[src/rtl/completer_ram_writer.sv]
// Writes the aligned completer beat stream into a ring-buffer data RAM and
// emits one descriptor per finished packet; consumers free RAM via release.
module completer_ram_writer #(
   parameter int NVME_DATA_WIDTH = 256,
   parameter int RAM_ADDR_WIDTH  = 7
) (
   input  logic                          clk,
   input  logic                          rstn,
   input  logic                          srst,
   input  logic                          in_valid,
   input  logic                          in_sof,
   input  logic                          in_eof,
   input  logic [63:0]                   in_address,
   input  logic [10:0]                   in_length,
   input  logic [NVME_DATA_WIDTH/8-1:0]  in_be,
   input  logic [NVME_DATA_WIDTH-1:0]    in_data,
   output logic                          in_ready,
   output logic                          ram_wr_en,
   output logic [RAM_ADDR_WIDTH-1:0]     ram_wr_addr,
   output logic [NVME_DATA_WIDTH/8-1:0]  ram_wr_be,
   output logic [NVME_DATA_WIDTH-1:0]    ram_wr_data,
   output logic                          desc_valid,
   output logic [63:0]                   desc_address,
   output logic [10:0]                   desc_length,
   output logic [RAM_ADDR_WIDTH-1:0]     desc_start,
   output logic [RAM_ADDR_WIDTH:0]       desc_beats,
   output logic                          desc_err,
   input  logic                          desc_ready,
   input  logic                          rel_valid,
   input  logic [RAM_ADDR_WIDTH:0]       rel_count,
   output logic                          err_sof,
   output logic                          err_orphan
);

   localparam int DW_PER_BEAT = NVME_DATA_WIDTH / 32;
   localparam int BE_W        = NVME_DATA_WIDTH / 8;
   localparam int RAM_DEPTH   = 2 ** RAM_ADDR_WIDTH;
   localparam int CNT_W       = RAM_ADDR_WIDTH + 1;
   localparam int SUM_W       = CNT_W + 2;

   typedef enum logic [0:0] {ST_IDLE, ST_DATA} state_t;

   state_t                      state_q, state_d;
   logic [RAM_ADDR_WIDTH-1:0]   wr_ptr_q, wr_ptr_d;
   logic [CNT_W-1:0]            free_count_q, free_count_d;
   logic [RAM_ADDR_WIDTH-1:0]   pkt_start_q, pkt_start_d;
   logic [CNT_W-1:0]            beat_cnt_q, beat_cnt_d;
   logic [63:0]                 addr_q, addr_d;
   logic [10:0]                 len_q, len_d;
   logic                        ram_wr_en_q, ram_wr_en_d;
   logic [RAM_ADDR_WIDTH-1:0]   ram_wr_addr_q, ram_wr_addr_d;
   logic [BE_W-1:0]             ram_wr_be_q, ram_wr_be_d;
   logic [NVME_DATA_WIDTH-1:0]  ram_wr_data_q, ram_wr_data_d;
   logic                        desc_valid_q, desc_valid_d;
   logic [63:0]                 desc_address_q, desc_address_d;
   logic [10:0]                 desc_length_q, desc_length_d;
   logic [RAM_ADDR_WIDTH-1:0]   desc_start_q, desc_start_d;
   logic [CNT_W-1:0]            desc_beats_q, desc_beats_d;
   logic                        desc_err_q, desc_err_d;
   logic                        err_sof_q, err_sof_d;
   logic                        err_orphan_q, err_orphan_d;

   logic                        accept, wr_beat, abort, start_pkt, pkt_done, orphan;
   logic [RAM_ADDR_WIDTH-1:0]   wr_idx, cur_start;
   logic [CNT_W-1:0]            beats_now;
   logic [63:0]                 cur_addr;
   logic [10:0]                 cur_len, len_eff;
   logic [11:0]                 exp_beats;
   logic [SUM_W-1:0]            free_sum;

   assign in_ready = (free_count_q != '0) & ~(desc_valid_q & ~desc_ready);
   assign accept   = in_valid & in_ready;

   always_comb begin
      state_d       = state_q;
      wr_beat       = 1'b0;
      abort         = 1'b0;
      start_pkt     = 1'b0;
      pkt_done      = 1'b0;
      orphan        = 1'b0;

      case (state_q)
         ST_IDLE: begin
            if (accept) begin
               if (in_sof) begin
                  start_pkt = 1'b1;
                  wr_beat   = 1'b1;
                  pkt_done  = in_eof;
                  state_d   = in_eof ? ST_IDLE : ST_DATA;
               end else begin
                  orphan = 1'b1;
               end
            end
         end
         ST_DATA: begin
            if (accept) begin
               wr_beat   = 1'b1;
               abort     = in_sof;
               start_pkt = in_sof;
               pkt_done  = in_eof;
               state_d   = in_eof ? ST_IDLE : ST_DATA;
            end
         end
         default: state_d = ST_IDLE;
      endcase

      // An aborting sof reuses the slots of the packet it kills.
      wr_idx    = abort ? pkt_start_q : wr_ptr_q;
      beats_now = (start_pkt ? '0 : beat_cnt_q) + CNT_W'(1);
      cur_addr  = start_pkt ? in_address : addr_q;
      cur_len   = start_pkt ? in_length : len_q;
      cur_start = start_pkt ? wr_idx : pkt_start_q;

      len_eff   = (cur_len == 11'd0) ? 11'd1024 : cur_len;
      exp_beats = ({1'b0, len_eff} + 12'(DW_PER_BEAT - 1)) / 12'(DW_PER_BEAT);

      pkt_start_d = cur_start;
      addr_d      = cur_addr;
      len_d       = cur_len;
      beat_cnt_d  = wr_beat ? beats_now : beat_cnt_q;
      wr_ptr_d    = wr_beat ? wr_idx + RAM_ADDR_WIDTH'(1) : wr_ptr_q;

      free_sum = SUM_W'(free_count_q)
               + (abort ? SUM_W'(beat_cnt_q) : '0)
               + (rel_valid ? SUM_W'(rel_count) : '0)
               - SUM_W'(wr_beat);
      free_count_d = (free_sum > SUM_W'(RAM_DEPTH)) ? CNT_W'(RAM_DEPTH) : free_sum[CNT_W-1:0];

      ram_wr_en_d   = wr_beat;
      ram_wr_addr_d = wr_beat ? wr_idx : ram_wr_addr_q;
      ram_wr_be_d   = wr_beat ? in_be : ram_wr_be_q;
      ram_wr_data_d = wr_beat ? in_data : ram_wr_data_q;

      desc_valid_d   = desc_valid_q & ~desc_ready;
      desc_address_d = desc_address_q;
      desc_length_d  = desc_length_q;
      desc_start_d   = desc_start_q;
      desc_beats_d   = desc_beats_q;
      desc_err_d     = desc_err_q;
      if (pkt_done) begin
         desc_valid_d   = 1'b1;
         desc_address_d = cur_addr;
         desc_length_d  = cur_len;
         desc_start_d   = cur_start;
         desc_beats_d   = beats_now;
         desc_err_d     = exp_beats != 12'(beats_now);
      end

      err_sof_d    = abort;
      err_orphan_d = orphan;

      if (srst) begin
         state_d        = ST_IDLE;
         wr_ptr_d       = '0;
         free_count_d   = CNT_W'(RAM_DEPTH);
         pkt_start_d    = '0;
         beat_cnt_d     = '0;
         addr_d         = '0;
         len_d          = '0;
         ram_wr_en_d    = 1'b0;
         ram_wr_addr_d  = '0;
         ram_wr_be_d    = '0;
         ram_wr_data_d  = '0;
         desc_valid_d   = 1'b0;
         desc_address_d = '0;
         desc_length_d  = '0;
         desc_start_d   = '0;
         desc_beats_d   = '0;
         desc_err_d     = 1'b0;
         err_sof_d      = 1'b0;
         err_orphan_d   = 1'b0;
      end
   end

   always_ff @(posedge clk or negedge rstn) begin
      if (!rstn) begin
         state_q        <= ST_IDLE;
         wr_ptr_q       <= '0;
         free_count_q   <= CNT_W'(RAM_DEPTH);
         pkt_start_q    <= '0;
         beat_cnt_q     <= '0;
         addr_q         <= '0;
         len_q          <= '0;
         ram_wr_en_q    <= 1'b0;
         ram_wr_addr_q  <= '0;
         ram_wr_be_q    <= '0;
         ram_wr_data_q  <= '0;
         desc_valid_q   <= 1'b0;
         desc_address_q <= '0;
         desc_length_q  <= '0;
         desc_start_q   <= '0;
         desc_beats_q   <= '0;
         desc_err_q     <= 1'b0;
         err_sof_q      <= 1'b0;
         err_orphan_q   <= 1'b0;
      end else begin
         state_q        <= state_d;
         wr_ptr_q       <= wr_ptr_d;
         free_count_q   <= free_count_d;
         pkt_start_q    <= pkt_start_d;
         beat_cnt_q     <= beat_cnt_d;
         addr_q         <= addr_d;
         len_q          <= len_d;
         ram_wr_en_q    <= ram_wr_en_d;
         ram_wr_addr_q  <= ram_wr_addr_d;
         ram_wr_be_q    <= ram_wr_be_d;
         ram_wr_data_q  <= ram_wr_data_d;
         desc_valid_q   <= desc_valid_d;
         desc_address_q <= desc_address_d;
         desc_length_q  <= desc_length_d;
         desc_start_q   <= desc_start_d;
         desc_beats_q   <= desc_beats_d;
         desc_err_q     <= desc_err_d;
         err_sof_q      <= err_sof_d;
         err_orphan_q   <= err_orphan_d;
      end
   end

   assign ram_wr_en    = ram_wr_en_q;
   assign ram_wr_addr  = ram_wr_addr_q;
   assign ram_wr_be    = ram_wr_be_q;
   assign ram_wr_data  = ram_wr_data_q;
   assign desc_valid   = desc_valid_q;
   assign desc_address = desc_address_q;
   assign desc_length  = desc_length_q;
   assign desc_start   = desc_start_q;
   assign desc_beats   = desc_beats_q;
   assign desc_err     = desc_err_q;
   assign err_sof      = err_sof_q;
   assign err_orphan   = err_orphan_q;

endmodule

[config.mk]
export PLATFORM = sky130hd
export DESIGN_NAME = completer_ram_writer
export DESIGN_NICKNAME = d
export VERILOG_FILES = /design/src/rtl/completer_ram_writer.sv
export SDC_FILE = /design/constraint.sdc
export NUM_CORES = 1
export LEC_CHECK = 0
export CORE_AREA = 8 8 297 299
export DETAILED_ROUTE_END_ITERATION = 12
export DIE_AREA = 0 0 305 307
export PLACE_DENSITY = 0.52
export SYNTH_ARGS = -nofsm -noshare
export SYNTH_HDL_FRONTEND = slang
export SYNTH_SLANG_ARGS = --single-unit
export TNS_END_PERCENT = 30
[constraint.sdc]
create_clock -name clk -period 4.8 [get_ports clk]
set_input_delay 0.96 -clock clk [delete_from_list [all_inputs] [get_ports clk]]
set_output_delay 0.96 -clock clk [all_outputs]
set_load 0.005 [all_outputs]
* Word-level counts from Yosys, hierarchy flattened
Index checks and enable logic that the tools add are counted.
** Storage, ports and cells
- Register bits :: 496
- Bits of input ports :: 379
- Output and inout bits :: 391
- Word-level logic and storage cells :: 95
** Operators by class
- $add $sub $neg :: 6
- Magnitude comparators :: 1
- Eq/ne operators :: 1
- Mux-type cells :: 58
- Bitwise operators :: 6
- Reductions and logical operators :: 4
** Operator list (number)
- 256-bit two-way mux :: 2
- 64-bit two-way mux :: 4
- 8-bit two-way mux :: 9
- 32-bit two-way mux :: 2
- 7-bit two-way mux :: 9
- 11-bit two-way mux :: 5
- 1-bit two-way mux :: 23
- 11-bit by 3-bit adder with 12-bit output (second input constant) :: 1
- 11-bit zero test :: 1
- 9-bit by 8-bit adder with 10-bit output :: 1
- 10-bit by 8-bit > comparator with 1-bit output (second input constant) :: 1
- 10-bit by 1-bit subtractor with 10-bit output :: 1
- 8-bit by 8-bit adder with 9-bit output :: 1
- 9-bit by 8-bit inequality test with 1-bit output :: 1
- 8-bit by 1-bit adder with 8-bit output (second input constant) :: 1
- 1-bit case mux with 2 select lines :: 4
- 8-bit nonzero test :: 1
- 7-bit by 1-bit adder with 7-bit output (second input constant) :: 1
- 2-bit nonzero test :: 2
- 1-bit bitwise AND :: 3
- 1-bit inverter :: 3

* Logic depth before layout (Yosys ltp)
Gate-level depths: netlist (run 1).
- Depth after elaboration :: 14
- Gate-level depth with buffers :: 21
- Mapped depth without buffers :: 18

* Worst setup path after synthesis (run 1)
OpenSTA, ideal clock, no wires.
- Kind :: in2reg
- Start :: input desc_ready
- End :: register free_count_q[7]
- Library setup time :: 0.084 ns
- Data arrival time :: 4.893 ns
- Data required time :: 4.716 ns
- Path slack :: -0.178 ns
- Cell stages on the path :: 20
- Buffers on the path :: 3
- Cells stage by stage :: nand2b_1 clkbuf_1 o211ai_4 nor2_1 clkbuf_1 clkbuf_1 nand2_1 ha_1 fa_1 inv_1 ha_1 inv_1 fa_1 nor2b_1 o21ai_0 a21boi_0 o31a_1 a21oi_1 a211o_1 or2_2
** Between the ends
- Cells in the longest elaborated chain, start to end :: 14
- Elaborated cells on any way between the ends :: 17
- Those cells by class :: add/sub: 3; order compare: 1; mux: 8; bitwise: 5
** RTL lines
- start, declared :: line 28 : input logic desc_ready,
- 1-bit inverter (*) :: line 71 : assign in_ready = (free_count_q != '0) & ~(desc_valid_q & ~desc_ready);
- 1-bit bitwise AND (*) :: line 71
- 1-bit inverter (*) :: line 71
- 1-bit bitwise AND (*) :: line 71
- 1-bit bitwise AND (*) :: line 72 : assign accept = in_valid & in_ready;
- 1-bit two-way mux :: line 96 : if (accept) begin
- 1-bit two-way mux :: line 82 : case (state_q)
- 8-bit two-way mux :: line 124 : + (abort ? SUM_W'(beat_cnt_q) : '0)
- 8-bit by 8-bit adder with 9-bit output :: line 124
- 9-bit by 8-bit adder with 10-bit output :: line 125 : + (rel_valid ? SUM_W'(rel_count) : '0)
- 10-bit by 1-bit subtractor with 10-bit output (*) :: line 126 : - SUM_W'(wr_beat);
- 10-bit by 8-bit > comparator with 1-bit output :: line 127 : free_count_d = (free_sum > SUM_W'(RAM_DEPTH)) ? CNT_W'(RAM_DEPTH) : free_sum[CNT_W-1:0];
- 8-bit two-way mux (*) :: line 127
- 8-bit two-way mux (*) :: line 152 : if (srst) begin
- named net free_count_d[7] :: line 45 : logic [CNT_W-1:0] free_count_q, free_count_d;
- end signal, assigned :: line 179 : free_count_q <= CNT_W'(RAM_DEPTH);
- end signal, assigned :: line 199 : free_count_q <= free_count_d;
- end, declared :: line 45
Mark *: on every way through the listed nets, which the timed path passes. The rest lies on a longest branch.
A chain may end at the register's enable or synchronous reset.

* Final worst setup path (run 1)
Ends and elaborated chain as after synthesis.

==> results of run 1 <==
## cells in the final DEF (no fill, tap or decap), drive strengths merged, types with 4 or more instances in the layout
cell	n
nor3	13
a21boi	4
o21ai	20
fa	9
buf	53
and2	4
nand4	8
nand3	17
nand2	907
clkinv	9
nor4	6
dfrtp	495
diode	15
clkbuf	86
nand3b	73
ha	17
nor2	60
bufinv	5
xnor2	6
inv	33
a21oi	390
a211oi	21
xor2	11
nand2b	4
or2	5
and3	6
mux2i	15
clkdlybuf4s50	767
## state kept, by name (all words and copies together), names as in the netlist
name and flops:
ram_wr_data 256, addr_q 64, desc_address 64, ram_wr_be 32, desc_length 11, len_q 11
beat_cnt_q 8, desc_beats 8, free_count_q 8, desc_start 7, pkt_start_q 7, ram_wr_addr 7
wr_ptr_q 7, desc_err 1, desc_valid 1, err_orphan 1, err_sof 1, ram_wr_en 1
state_q 1
## area by class of cell
| class | count | area, um2 | share of cell area |
|---|---|---|---|
| flip-flops and latches | 496 | 12400 | 0.387 |
| repair buffers | 820 | 8240 | 0.257 |
| multi-input cells | 1643 | 7970 | 0.248 |
| clock buffers | 86 | 1750 | 0.0545 |
| well taps | 1080 | 1350 | 0.0421 |
| clock inverters | 18 | 238 | 0.00740 |
| inverters | 32 | 120 | 0.00374 |
| diodes | 15 | 37.5 | 0.00117 |
## how the worst min path moves through the flow
stage	slack [ns]	to	depth (start not counted)	start
floorplan	0.50	desc_address[0]	2	desc_address[0]
global placement	0.49	desc_address[12]	2	desc_address[12]
detailed placement	0.49	desc_address[31]	2	desc_address[31]
CTS	0.37	desc_address[31]	1	rstn
global route	0.39	desc_address[31]	1	rstn
finish	0.36	desc_address[31]	1	rstn
## cell families (layout without fill, tap and decap cells)
group	Yosys count	in the layout
simple gates	1113	1113
other cells	0	15
flops	496	496
buf+inv	204	956
compound gates	468	468
xor+xnor	19	19
fa+ha+maj	26	26
mux	17	17
## Yosys cell counts (13+ instances only)
| library cell | number | area [um2] |
|---|---|---|
| sky130_fd_sc_hd__a211oi_1 | 21 | 158 |
| sky130_fd_sc_hd__a21oi_1 | 390 | 1950 |
| sky130_fd_sc_hd__buf_2 | 31 | 155 |
| sky130_fd_sc_hd__clkbuf_1 | 138 | 518 |
| sky130_fd_sc_hd__dfrtp_1 | 495 | 12400 |
| sky130_fd_sc_hd__ha_1 | 17 | 213 |
| sky130_fd_sc_hd__inv_1 | 32 | 120 |
| sky130_fd_sc_hd__mux2i_1 | 14 | 140 |
| sky130_fd_sc_hd__nand2_1 | 907 | 3400 |
| sky130_fd_sc_hd__nand3_1 | 17 | 85.1 |
| sky130_fd_sc_hd__nand3b_1 | 73 | 548 |
| sky130_fd_sc_hd__nor2_1 | 60 | 225 |
| sky130_fd_sc_hd__nor3_1 | 13 | 65.1 |
| sky130_fd_sc_hd__o21ai_0 | 19 | 95.1 |
## metal layers
| metal | wire (um) | global-route usage |
|---|---|---|
| met5 | 68 | 0 |
| met4 | 1970 | 0.0546 |
| met3 | 7700 | 0.0691 |
| met2 | 41600 | 0.289 |
| met1 | 34800 | 0.212 |
## power groups by stage
| stage | clock (mW) | combinational [mW] | sequential, mW |
|---|---|---|---|
| detailed placement | 0 | 2.99 | 4.78 |
| global route | 4.92 | 3.26 | 4.75 |
| global placement | 0 | 2.99 | 4.77 |
| floorplan | 0 | 1.36 | 4.78 |
| finish | 4.60 | 2.95 | 4.71 |
| CTS | 4.77 | 3.00 | 4.71 |
==> results by group, run 1 <==
Outcome
  • Outcome: complete, no violations

Critical path
  • Worst EP required: 5.33 ns
  • Buffers & Inverters on Critical Path: 5
  • Worst flop-to-flop path endpoint: free_count_q[7]
  • Kind of capture point of the worst setup path: flop
  • Master of the slowest instance on the critical path: sky130_fd_sc_hd__clkdlybuf4s50_1
  • Worst path arrival time: 5.00 ns
  • Worst reg2reg setup slack: 0.34 ns
  • CP peak stage delay: 0.50 ns
  • Worst Setup EP: free_count_q[7]
  • Crit path kind: input pin to flop
  • Cell breakdown of the critical path: clkdlybuf4s50_1 -> nand2b_1 -> buf_4 -> o211ai_4 -> nor2_1 -> nand2_1 -> ha_1 -> fa_1 -> inv_1 -> ha_1 -> inv_1 -> fa_1 -> nor2b_1 -> o21ai_0 -> a21boi_0 -> o31a_1 -> nor4_1 -> nor3_1 -> buf_4 -> or2_2
  • Logic depth of the worst setup path including buffers: 20
  • Critical path launch point: desc_ready
  • Startpoint type of the worst setup path: input pin
  • R2r startpoint: free_count_q[7]
  • Maximum fanout along the worst path: 4
  • Kind of cell adding the most delay to the critical path: simple AND/OR/NAND/NOR gates
  • Worst reg-to-reg path cell count: 18

Global route
  • Pin count of the biggest net entering global routing: ~180
  • Via count of the first global-routing pass: 19282
  • Remaining global-route overflow: 0
  • First-pass GRT wire length: between 100000 and 150000 um
  • Number of antenna violations at the first check in global routing: 22
  • Global Route Usage Sum: 0.176

Synth
  • Count of flip-flops with a built-in enable after synthesis: 0
  • Xor and xnor area share after synthesis: 0.00917
  • Multiplexer share of the synthesized area: 0.00875
  • Dominant synthesized flop cell: sky130_fd_sc_hd__dfrtp_1
  • Number of storage elements in the synthesis netlist: between 400 and 500
  • Total standard cell area after synthesis: 21200 um2
  • Dominant combinational cell family by area after synthesis: simple AND/OR/NAND/NOR gates
  • Sequential-to-total area share from yosys stat: 0.587
  • Count of distinct cell types in the synthesized netlist: about 60
  • Area fraction in and, or, nand and nor cells after synthesis: 0.218
  • Post-synthesis async set-or-reset flop share: 1.00
  • Syn. warnings: 0
  • Post-Syn Area per Cell: around 9.0 um2
  • Post-Synth Adder-Cell Area: 0.0186
  • Number of nets produced by synthesis: 2748
  • Mapped Cells: 2343
  • Complex-gate fraction of the synthesized area: 0.120

Clocking
  • Number of sinks handled by clock tree synthesis: a little under 500
  • Number of buffers inserted during clock tree synthesis: 59
  • Resized Gates After CTS: 0
  • Maximum level of the CTS H-tree: 2
  • Postcts setup bufs: 0
  • Clock slew at reported path FFs: 0.06 ns
  • Clock root buffer: sky130_fd_sc_hd__clkbuf_16
  • CTS Hold Bufs: 0
  • Maximum root-to-sink buffer count: 3
  • Clock insertion delay at the later pin of the skew report: 0.61 ns
  • Clock tree from TritonCTS: yes

Route
  • Final wirelength: roughly 86000 um
  • Total vias in the final route: 18901
  • Via-per-instance ratio: between 4 and 5
  • Drt initial violations: 1261
  • Wire per inst: around 21 um
  • DRC violations left: 0
  • Post-route antenna net violation count: 0
  • First-pass DRT Iterations: 5

Timing
  • Pin slew with the least headroom to its limit: between 1 and 1.5 ns
  • F_max: ~220 MHz
  • WHS: approximately 0.36 ns
  • RSZ-0062 raised after global routing: false
  • Count of final setup violators: 0
  • Max-slew violation count: 0
  • Slew Limit Headroom: 0.324
  • Clock skew: 0.0147 ns
  • Post-route setup TNS: 0 ns
  • Final critical delay including setup and external delays: roughly 4.5 ns
  • Final worst setup slack: 0.324 ns
  • Period utilisation layout: 0.932
  • Final number of hold-violating endpoints: 0

Floorplan
  • Starting density of the core: 0.254
  • Placement Rows: ~110
  • Count of boundary I/O pins: 770
  • Total core area: around 83000 um2
  • Overall die area: between 90000 and 100000 um2
  • Die boundary height: 307 um
  • Chip Width: around 310 um

Final layout
  • Final core utilization: 0.386
  • Fraction of layout cells with a size suffix above 1: 0.0530
  • Final design instance area without fill: about 32000 um2
  • Net count reported at finish: 3457
  • Area growth from synthesis to layout: 51.8%
  • Number of filler cells placed in the layout: between 8000 and 9000
  • Non-filler instance count after layout: between 4000 and 5000

Pwr
  • Fraction of power spent switching nets: 0.291
  • Power share of the sequential group: 0.384
  • Power per cell area: between 300 and 400 nW/um2
  • Switching power of the nets: 3.56 mW
  • Sum of internal, switching and leakage power: between 10 and 15 mW
  • Clock power share: 0.376
  • Highest ir drop seen on vdd: roughly 0.3 mV
  • Comb pwr share: 0.240
  • Internal power consumption: about 8.7 mW
  • Leakage: 13.7 nW

Placement
  • Final weighted congestion of routability-driven global placement: around 0.84
  • Post-Place Cells: 4071
  • Post-DP Area: 30100 um2
  • Pre-CTS setup slack: -0.284 ns
  • DP Wirelength: 61700 um
  • Number of buffers added on ports: 769

Min path
  • Hold Crit Class: input pin to asynchronous set/reset pin

Job
  • Max-Cap Viols: 0
(Power assumes the default switching activity.)
==> inputs of run 2 (changes only) <==
--- a/config.mk
+++ b/config.mk
@@ -5,10 +5,12 @@
 export SDC_FILE = /design/constraint.sdc
 export NUM_CORES = 1
 export LEC_CHECK = 0
-export CORE_AREA = 8 8 297 299
+export CELL_PAD_IN_SITES_DETAIL_PLACEMENT = 0
+export CELL_PAD_IN_SITES_GLOBAL_PLACEMENT = 2
+export CORE_MARGIN = 8
+export CORE_UTILIZATION = 23
 export DETAILED_ROUTE_END_ITERATION = 12
-export DIE_AREA = 0 0 305 307
-export PLACE_DENSITY = 0.52
+export PLACE_DENSITY = 0.76
 export SYNTH_ARGS = -nofsm -noshare
 export SYNTH_HDL_FRONTEND = slang
 export SYNTH_SLANG_ARGS = --single-unit
==> run 2 against run 1 <==
Via count rose by 0.48%; final area rose by 0.83%; largest cell class unchanged; worst setup slack improved by 0.045 ns; clock power rose by 2%; critical path depth fell by 1; first-iteration DRC count rose by 4.8%; utilization fell by 3.2 points; flip-flop and latch count did not move; cell count rose by 2.7%.
==> results by group, run 2 (same netlist as run 1, synthesis figures left out) <==
Outcome
  • Outcome: complete, no violations

Final layout
  • Fraction of layout cells with a size suffix above 1: 0.0582 (+0.00517)
  • Flip-flop count of the largest register after layout: 256 (unchanged)
  • Most common library cell in the layout ignoring fill and taps: sky130_fd_sc_hd__nand2_1
  • Highest-count cells in the layout ignoring fill and taps: sky130_fd_sc_hd__nand2_1 (906), sky130_fd_sc_hd__clkdlybuf4s50_1 (767), sky130_fd_sc_hd__dfrtp_1 (495), sky130_fd_sc_hd__a21oi_1 (390), sky130_fd_sc_hd__nand3b_1 (73)
  • Net count reported at finish: 3470 (+0.38%)
  • Area growth from synthesis to layout: 53.0%

Global route
  • Number of antenna violations at the first check in global routing: 6 (-73%)
  • Pin count of the biggest net entering global routing: 164 (-6.8%)
  • First-pass GRT wire length: 131000 um (+1.4%)
  • Via count of the first global-routing pass: 19102 (-0.93%)
  • Global Route Usage Sum: 0.163 (-0.0127)
  • Remaining global-route overflow: 0 (unchanged)

Critical path
  • Worst flop-to-flop path endpoint: free_count_q[4]
  • Worst EP required: 5.27 ns (-0.06 ns)
  • Critical path launch point: desc_ready
  • Worst path arrival time: 4.90 ns (-0.10 ns)
  • Startpoint type of the worst setup path: input pin
  • Worst reg-to-reg path cell count: 18 (unchanged)
  • Crit path kind: input pin to flop
  • R2r startpoint: free_count_q[6]
  • Maximum fanout along the worst path: 3 (-1)
  • Kind of capture point of the worst setup path: flop
  • Worst reg2reg setup slack: 0.40 ns (+0.06 ns)

Route
  • Wire per inst: 20.4 um (-0.75%)
  • Routed met2 length: 42000 um (+0.80%)
  • Final wirelength: 87800 um (+1.9%)
  • Top layer reached by signal wires: met5
  • Via-per-instance ratio: 4.41 (-2.2%)
  • DRC violations left: 0 (unchanged)
  • First-pass DRT Iterations: 5 (unchanged)
  • Post-route antenna net violation count: 0 (unchanged)
  • Metal1 wirelength: 37400 um (+7.7%)
  • Drt initial violations: 1322 (+4.8%)
  • Metal3 WL: 6950 um (-9.7%)
  • Total vias in the final route: 18991 (+0.48%)

Timing
  • Slew Limit Headroom: 0.371 (+0.0475)
  • Count of final setup violators: 0 (unchanged)
  • Final number of hold-violating endpoints: 0 (unchanged)
  • Final critical delay including setup and external delays: 4.43 ns (-0.0452 ns)
  • Pin slew with the least headroom to its limit: 0.943 ns (-0.0713 ns)
  • Period utilisation layout: 0.923 (-0.00942)
  • WHS: 0.409 ns (+0.0502 ns)
  • Final worst setup slack: 0.369 ns (+0.0452 ns)
  • RSZ-0062 raised after global routing: false
  • Clock skew: 0.0261 ns (+0.0114 ns)
  • Max-slew violation count: 0 (unchanged)
  • Post-route setup TNS: 0 ns (unchanged)
  • F_max: 226 MHz (+1.0%)

Floorplan
  • Total core area: 91400 um2 (+9.9%)
  • Placement Rows: 111 (+4.7%)
  • Count of boundary I/O pins: 770 (unchanged)
  • Overall die area: 102000 um2 (+8.9%)
  • Chip Width: 319 um (+4.7%)
  • Die boundary height: 319 um (+4.0%)
  • Starting density of the core: 0.232 (-0.0229)

Placement
  • Final weighted congestion of routability-driven global placement: 0.796 (-4.8%)
  • DP Wirelength: 62400 um (+1.2%)
  • Pre-CTS setup slack: -0.296 ns (-0.0122 ns)
  • Number of buffers added on ports: 769 (unchanged)

Clocking
  • Clock slew at reported path FFs: 0.06 ns (about the same)
  • Maximum level of the CTS H-tree: 2 (unchanged)
  • Maximum root-to-sink buffer count: 3 (unchanged)
  • Number of sinks handled by clock tree synthesis: 496 (unchanged)
  • CTS Hold Bufs: 0 (unchanged)
  • Number of buffers inserted during clock tree synthesis: 59 (unchanged)
  • Resized Gates After CTS: 0 (unchanged)
  • Clock tree from TritonCTS: yes
  • Postcts setup bufs: 0 (unchanged)
  • Clock insertion delay at the later pin of the skew report: 0.62 ns (about the same)
  • Clock root buffer: sky130_fd_sc_hd__clkbuf_16

Pwr
  • Power per cell area: 382 nW/um2 (about the same)
  • Highest ir drop seen on vdd: 0.264 mV (-11%)
  • Leakage: 13.8 nW (+0.73%)

Job
  • Max-Cap Viols: 0 (unchanged)

Min path
  • Hold Crit Class: input pin to asynchronous set/reset pin
run 2: cell types whose count changed in the layout (fill, tap and decap cells not counted), sizes merged:
cell      previous run  this run
clkinv               9        10
inv                 33        34
buf                 53        66
clkinvlp             3         1
diode               15         5
clkbuf              86        90
run 2: worst max-delay path by stage:
| stage | endpoint | cells after the start |
|---|---|---|
| 6_report | free_count_q[4] | 19 |
| 5_1_grt | free_count_q[3] | 18 |
| 4_1_cts | free_count_q[4] | 19 |
| 3_5_place_dp | free_count_q[4] | 19 |
| 3_3_place_gp | free_count_q[4] | 18 |
| 2_1_floorplan | free_count_q[7] | 20 |
run 2: layout make-up:
| class | count | area [um2] |
|---|---|---|
| antenna | 5 | 12.5 |
| clock buffer | 90 | 1790 |
| clock inverter | 18 | 240 |
| fill | 9497 | 59000 |
| inverter | 32 | 120 |
| multi-input combinational | 1643 | 7970 |
| sequential | 496 | 12400 |
| tap | 1186 | 1480 |
| timing repair buffer | 833 | 8350 |
run 2: where the power goes:
part / leakage (nW) / internal (mW) / switching, mW
registers: 6.77 / 4.52 / 0.185
logic: 6.02 / 1.41 / 1.55
clock network: 1.01 / 2.83 / 1.86
run 2: stage by stage:
stage	cells	cell area, um2	power, mW	util
6_report	4303	32400	12.4	0.354
5_1_grt	4301	32400	13.0	0.354
4_1_cts	4298	32400	12.6	0.354
3_5_place_dp	4190	30300	7.79	0.332
3_3_place_gp	4190	30300	7.79	0.332
2_1_floorplan	2343	21200	6.14	-
run 2: critical path: stages:
cell and delay (ns):
sky130_fd_sc_hd__clkdlybuf4s50_1 0.45, sky130_fd_sc_hd__nand2b_1 0.26, sky130_fd_sc_hd__o211ai_4 0.12, sky130_fd_sc_hd__nor2_2 0.18, sky130_fd_sc_hd__nand2_1 0.09, sky130_fd_sc_hd__ha_1 0.30, sky130_fd_sc_hd__fa_1 0.48, sky130_fd_sc_hd__inv_1 0.04
sky130_fd_sc_hd__ha_1 0.20, sky130_fd_sc_hd__inv_1 0.08, sky130_fd_sc_hd__fa_1 0.19, sky130_fd_sc_hd__nor2b_1 0.05, sky130_fd_sc_hd__o21ai_0 0.20, sky130_fd_sc_hd__a21boi_0 0.16, sky130_fd_sc_hd__o31a_1 0.30, sky130_fd_sc_hd__o311a_1 0.31
sky130_fd_sc_hd__nor3_1 0.30, sky130_fd_sc_hd__buf_4 0.18, sky130_fd_sc_hd__nor3_1 0.04
run 2: layer usage:
metal	up-vias	GRT usage
met3	91	0.0552
li1	9111	-
met5	-	0
met4	2	0.0311
met2	559	0.272
met1	9228	0.206
==> inputs of run 3 (changes only) <==
==> constraint.sdc (replaced) <==
create_clock -name clk -period 4.8 [get_ports clk]
set_input_delay 0.48 -clock clk [delete_from_list [all_inputs] [get_ports clk]]
set_output_delay 0.48 -clock clk [all_outputs]
set_load 0.005 [all_outputs]
==> run 3 against run 2 <==
Via count is 0.75% lower; register-to-register slack worse by 0.095 ns; critical path type is now flop to flop; clock power is 5.3% lower; largest cell class unchanged; critical path depth is 3 lower; worst setup slack worse by 0.064 ns; hold slack worse by 0.033 ns.
==> results by group, run 3 (same netlist as run 1, synthesis figures left out) <==
Outcome
  • Outcome: complete, no violations

Timing
  • Pin slew with the least headroom to its limit: 1.14 ns (+0.193 ns)
  • Final number of hold-violating endpoints: 0 (unchanged)
  • WHS: 0.376 ns (-0.0335 ns)
  • Slew Limit Headroom: 0.242 (-0.129)
  • Count of final setup violators: 0 (unchanged)
  • RSZ-0062 raised after global routing: false
  • Clock skew: 0.0240 ns (-0.00203 ns)
  • Post-route setup TNS: 0 ns (unchanged)
  • F_max: 222 MHz (-1.4%)
  • Final critical delay including setup and external delays: 4.50 ns (+0.0644 ns)
  • Period utilisation layout: 0.936 (+0.0134)
  • Max-slew violation count: 0 (unchanged)

Critical path
  • Crit path kind: flop to flop
  • Startpoint type of the worst setup path: flop
  • Maximum fanout along the worst path: 6 (+3)
  • Worst EP required: 5.29 ns (+0.02 ns)
  • Worst path arrival time: 4.98 ns (+0.08 ns)
  • Kind of capture point of the worst setup path: flop

Global route
  • Via count of the first global-routing pass: 19209 (+0.56%)
  • First-pass GRT wire length: 132000 um (+0.85%)
  • Pin count of the biggest net entering global routing: 186 (+13%)
  • Global Route Usage Sum: 0.166 (+0.00240)
  • Number of antenna violations at the first check in global routing: 15 (+9)
  • Remaining global-route overflow: 0 (unchanged)

Clocking
  • Number of buffers inserted during clock tree synthesis: 60 (+1.7%)
  • Clock insertion delay at the later pin of the skew report: 0.64 ns (+0.02 ns)
  • Clock slew at reported path FFs: 0.06 ns (about the same)
  • Clock root buffer: sky130_fd_sc_hd__clkbuf_16
  • Maximum level of the CTS H-tree: 2 (unchanged)
  • Maximum root-to-sink buffer count: 3 (unchanged)
  • Postcts setup bufs: 0 (unchanged)
  • Number of sinks handled by clock tree synthesis: 496 (unchanged)
  • Clock tree from TritonCTS: yes

Floorplan
  • Die boundary height: 319 um (unchanged)
  • Total core area: 91400 um2 (unchanged)
  • Count of boundary I/O pins: 770 (unchanged)
  • Overall die area: 102000 um2 (unchanged)
  • Starting density of the core: 0.232 (unchanged)
  • Placement Rows: 111 (unchanged)
  • Chip Width: 319 um (unchanged)

Route
  • Drt initial violations: 1416 (+7.1%)
  • Via-per-instance ratio: 4.40 (-0.28%)
  • Wire per inst: 20.6 um (+0.94%)
  • DRC violations left: 0 (unchanged)
  • Post-route antenna net violation count: 0 (unchanged)
  • Total vias in the final route: 18849 (-0.75%)
  • First-pass DRT Iterations: 5 (unchanged)
  • Final wirelength: 88200 um (+0.47%)

Placement
  • Final weighted congestion of routability-driven global placement: 0.798 (+0.25%)
  • Number of buffers added on ports: 769 (unchanged)
  • Post-Place Cells: 4162 (-0.67%)
  • DP Wirelength: 62400 um (about the same)

Pwr
  • Clock power share: 0.371 (-0.008)
  • Sum of internal, switching and leakage power: 12.0 mW (-3.1%)
  • Internal power consumption: 8.38 mW (-4.4%)
  • Leakage: 13.5 nW (-1.8%)
  • Fraction of power spent switching nets: 0.300 (+0.00946)
  • Power share of the sequential group: 0.393 (+0.012)
  • Comb pwr share: 0.236 (-0.003)
  • Switching power of the nets: 3.59 mW (about the same)
  • Highest ir drop seen on vdd: 0.263 mV (-0.39%)
  • Power per cell area: 374 nW/um2 (-1.8%)

Final layout
  • Most common library cell in the layout ignoring fill and taps: sky130_fd_sc_hd__nand2_1
  • Number of filler cells placed in the layout: 9473 (-0.25%)
  • Fraction of layout cells with a size suffix above 1: 0.0460 (-0.0122)
  • Non-filler instance count after layout: 4283 (-0.46%)
  • Net count reported at finish: 3444 (-0.75%)
  • Final core utilization: 0.350 (-0.00450)
  • Flip-flop count of the largest register after layout: 256 (unchanged)
  • Area growth from synthesis to layout: 51.1%
  • Highest-count cells in the layout ignoring fill and taps: sky130_fd_sc_hd__nand2_1 (906), sky130_fd_sc_hd__clkdlybuf4s50_1 (767), sky130_fd_sc_hd__dfrtp_1 (495), sky130_fd_sc_hd__a21oi_1 (390), sky130_fd_sc_hd__nand3b_1 (73)

Min path
  • Hold Crit Class: input pin to flop

Job
  • Max-Cap Viols: 0 (unchanged)
## run 3: cell count changes in the layout (fill, tap and decap cells not counted), sizes merged
cell / delta
buf: -28
diode: +5
bufinv: -3
clkbuf: +2
clkinvlp: +2
clkinv: +1
dlygate4sd3: +1
## run 3: cell type report
| class | instances | area [um2] | share of cell area |
|---|---|---|---|
| Tap cell | 1186 | 1480 | 0.0464 |
| Timing Repair Buffer | 806 | 8090 | 0.253 |
| Inverter | 32 | 120 | 0.00376 |
| Clock buffer | 92 | 1710 | 0.0536 |
| Multi-Input combinational cell | 1643 | 7970 | 0.249 |
| Clock inverter | 18 | 159 | 0.00497 |
| Antenna cell | 10 | 25.0 | 0.000783 |
| Sequential cell | 496 | 12400 | 0.388 |
## run 3: metal layers
metal | part of all wire | GRT usage | vias to the layer above
li1 | - | - | 9075
met1 | 0.42 | 0.208 | 9085
met2 | 0.48 | 0.269 | 566
met3 | 0.076 | 0.0590 | 111
met4 | 0.023 | 0.0451 | 12
met5 | 0.00088 | 0 | -
## run 3: per-stage QoR
step / cell area [um2] / worst slack (ns)
global route: 32000 / 0.0119
floorplan: 21200 / 0.302
detailed placement: 30100 / 0.0899
global placement: 30100 / 0.103
finish: 32000 / 0.305
CTS: 31900 / 0.234
## run 3: final timing paths
kind,startpoint,end,slack (ns),cells after the start
worst max-delay path,free_count_q[7],free_count_q[4],0.30,16
worst min-delay path,srst,ram_wr_data[246],0.38,2
worst max register to register,free_count_q[7],free_count_q[4],0.30,16
worst min register to register,desc_address[9],desc_address[9],0.50,2
max in group asynchronous,rstn,ram_wr_data[9],3.09,3
min in group asynchronous,rstn,desc_address[1],0.50,2
## run 3: timing repair
action / 4_1_cts / 5_1_grt
hold endpoints to repair: 91 / 0
hold buffers: 1 / 0
gates resized for setup: 0 / 1
setup endpoints to repair: 0 / 1
## run 3: critical path: stages (launching register included)
cell	delay (ns)
sky130_fd_sc_hd__dfstp_2	0.36
sky130_fd_sc_hd__or4_1	0.75
sky130_fd_sc_hd__o211ai_4	0.27
sky130_fd_sc_hd__nor2_1	0.11
sky130_fd_sc_hd__buf_4	0.17
sky130_fd_sc_hd__nand2_1	0.07
sky130_fd_sc_hd__ha_1	0.23
sky130_fd_sc_hd__fa_1	0.48
sky130_fd_sc_hd__inv_1	0.04
sky130_fd_sc_hd__ha_1	0.30
sky130_fd_sc_hd__nor2b_1	0.14
sky130_fd_sc_hd__o21ai_0	0.20
sky130_fd_sc_hd__a21boi_0	0.15
sky130_fd_sc_hd__o31a_1	0.29
sky130_fd_sc_hd__o311a_1	0.31
sky130_fd_sc_hd__nor3_1	0.36
sky130_fd_sc_hd__nor3_1	0.12
## run 3: power groups by stage
stage / clock network, mW / logic (mW) / registers [mW]
floorplan: 0 / 1.36 / 4.78
finish: 4.44 / 2.82 / 4.71
detailed placement: 0 / 2.87 / 4.79
global placement: 0 / 2.89 / 4.77
global route: 4.76 / 3.13 / 4.75
CTS: 4.61 / 2.88 / 4.71
==> edit (settings of run 2) <==
Reset style: synchronous (`rstn`), changed in one clocked block.
--- a/src/rtl/completer_ram_writer.sv
+++ b/src/rtl/completer_ram_writer.sv
@@ -172,7 +172,7 @@
       end
    end
 
-   always_ff @(posedge clk or negedge rstn) begin
+   always_ff @(posedge clk) begin
       if (!rstn) begin
          state_q        <= ST_IDLE;
          wr_ptr_q       <= '0;
Function: changed (Yosys sat finds a counterexample within 4 cycles, from zero or initial values and one cycle with rstn low; the reset may be asserted at any time).
==> edit against run 2 <==
  * Critical path depth is 3 lower
  * Setup slack improved by 0.19 ns
  * Core utilization rose by 0.91 points
  * Fmax grew 4.5%
  * First-iteration DRC count is 30% lower
  * Global-route usage fell by 0.17 points
  * Power down 11%
  * Area after synthesis fell by 12%
  * Non-clock buffer count down 29
  * Sequential cell count did not move
  * Routed wire length shrank 11%
  * Sequential power fell by 7.0%
  * Design area decreased by 9.6%
  * Critical endpoint is now free_count_q[1]
  * Largest power group is now the clock network
  * Highest routed layer unchanged
==> edit: results (changes against run 2) <==
Global route
The wire length of the first global-routing pass was 114700 microns (-12%). The routing usage on met1 is 0.1851 (-0.02123). The global router's overall resource usage is 0.1616 (-0.001717). The met3 capacity usage during global routing is 0.05771 (+0.002556). The via count of the first global-routing pass is 17538 (-8.2%). The global routing usage on met2 was 0.2814 (+0.009026).

Timing
The worst hold-check slack is 0.4515 ns (+0.04220 ns). The setup clock skew after layout is 0.02510 ns (-0.0009663 ns). The final critical-path required period is 4.238 ns (-0.1925 ns).

Power and ir drop
The maximum VDD drop came to 248.3 uV (-5.9%). The leakage power total is 10.46 nW (-24%).

Synthesis
By area the synthesized netlist is led by sky130_fd_sc_hd__dfxtp_1, sky130_fd_sc_hd__nand2_1, sky130_fd_sc_hd__a21oi_1, sky130_fd_sc_hd__mux2i_1, sky130_fd_sc_hd__nor2_1. The most used flip-flop cell after synthesis is sky130_fd_sc_hd__dfxtp_1. The XOR/XNOR share of the synthesized area is 0.01192 (+0.002749). The share of synthesized cell area in full adder, half adder and majority cells is 0.02169 (+0.003120). Ranked by instance count, the synthesized netlist is headed by sky130_fd_sc_hd__nand2_1, sky130_fd_sc_hd__dfxtp_1, sky130_fd_sc_hd__a21oi_1. The fraction of the mapped netlist area in compound gates is 0.1521 (+0.03187).

The register area share after synthesis was 0.5312 (-0.05543). The share of synthesized registers carrying an async set or reset is 0 (-1.000). The synthesized netlist net count came to 2625 (-4.5%). The multiplexer share of the synthesized area is 0.04625 (+0.03750).

Outcome
The flow ran to the end, and the final reports show no timing, DRC or antenna violations.

Critical path
The most critical setup path has its startpoint at in_valid. The arrival time of the worst setup path is 4.77 ns (-0.13 ns). In this run the worst setup path terminates at free_count_q[1]. The cell depth of the worst flop-to-flop path is 15 (-3). The largest fanout of any net on the critical path was 5 (+2). The origin of the critical flop-to-flop path is free_count_q[3].

Route
The routed metal-1 wire length came to 30680 microns (-18%). The amount of wire on met3 after detailed routing is 6703 microns (-3.6%). The met2 wire length came to 39200 microns (-6.6%).

The number of DRC markers in iteration 0 came to 922 (-30%). The detail-routed via count per cell was 4.407 (-0.14%). The average detailed-routed wire length per instance is 19.44 microns (-4.7%).

Layout
The number of antenna repair diodes is 12 (+7). The area occupied by registers is 9930 sq um (-20%). The clock tree buffer count of the final layout is 96 (+6.7%). The fraction of final layout cells with drive strength greater than 1 is 0.04826 (-0.009900).

The fraction of area in clock buffers and inverters is 0.06564 (+0.002815). The area added between synthesis and finish is 56.64%. The layout net count came to 3324 (-4.2%). The multi-input gate share of total cell area came to 0.2704 (+0.02434). The buffer share of cell area was 0.2740 (+0.01614).

The number of inserted filler cells in the final layout is 8254 (-13%). The non-clock inverter total of the final layout is 33 (+3.1%). The multi-input combinational gate total was 1524 (-7.2%).

Place
The sum of net half-perimeters after detailed placement is 58330 microns (-6.6%). The post-place setup slack is -0.03551 ns (+0.2602 ns). The final estimated routing congestion in global placement is 0.8169 (+2.7%).

The cell area after placement is 27330 sq um (-9.9%).

Clocking
The cell at the root of the clock tree is sky130_fd_sc_hd__clkbuf_16.
## edit: cell types whose count changed after synthesis, sizes merged, moves of 6 or more
cell | before | now
nand2 | 907 | 631
xnor2 | 6 | 12
dfxtp | 0 | 496
mux2i | 15 | 84
o211ai | 1 | 8
a211oi | 21 | 87
a21oi | 390 | 337
nor2 | 60 | 194
clkbuf | 138 | 115
dfrtp | 495 | 0
nand3b | 73 | 0
and2 | 4 | 11
buf | 34 | 51
## edit: power by group through the flow
stage | Sequential [mW] | Clock, mW | Combinational, mW
2_1_floorplan | 4.47 | 0 | 1.27
3_3_place_gp | 4.47 | 0 | 2.23
3_5_place_dp | 4.47 | 0 | 2.25
4_1_cts | 4.38 | 4.58 | 2.26
5_1_grt | 4.40 | 4.76 | 2.49
6_report | 4.38 | 4.42 | 2.24
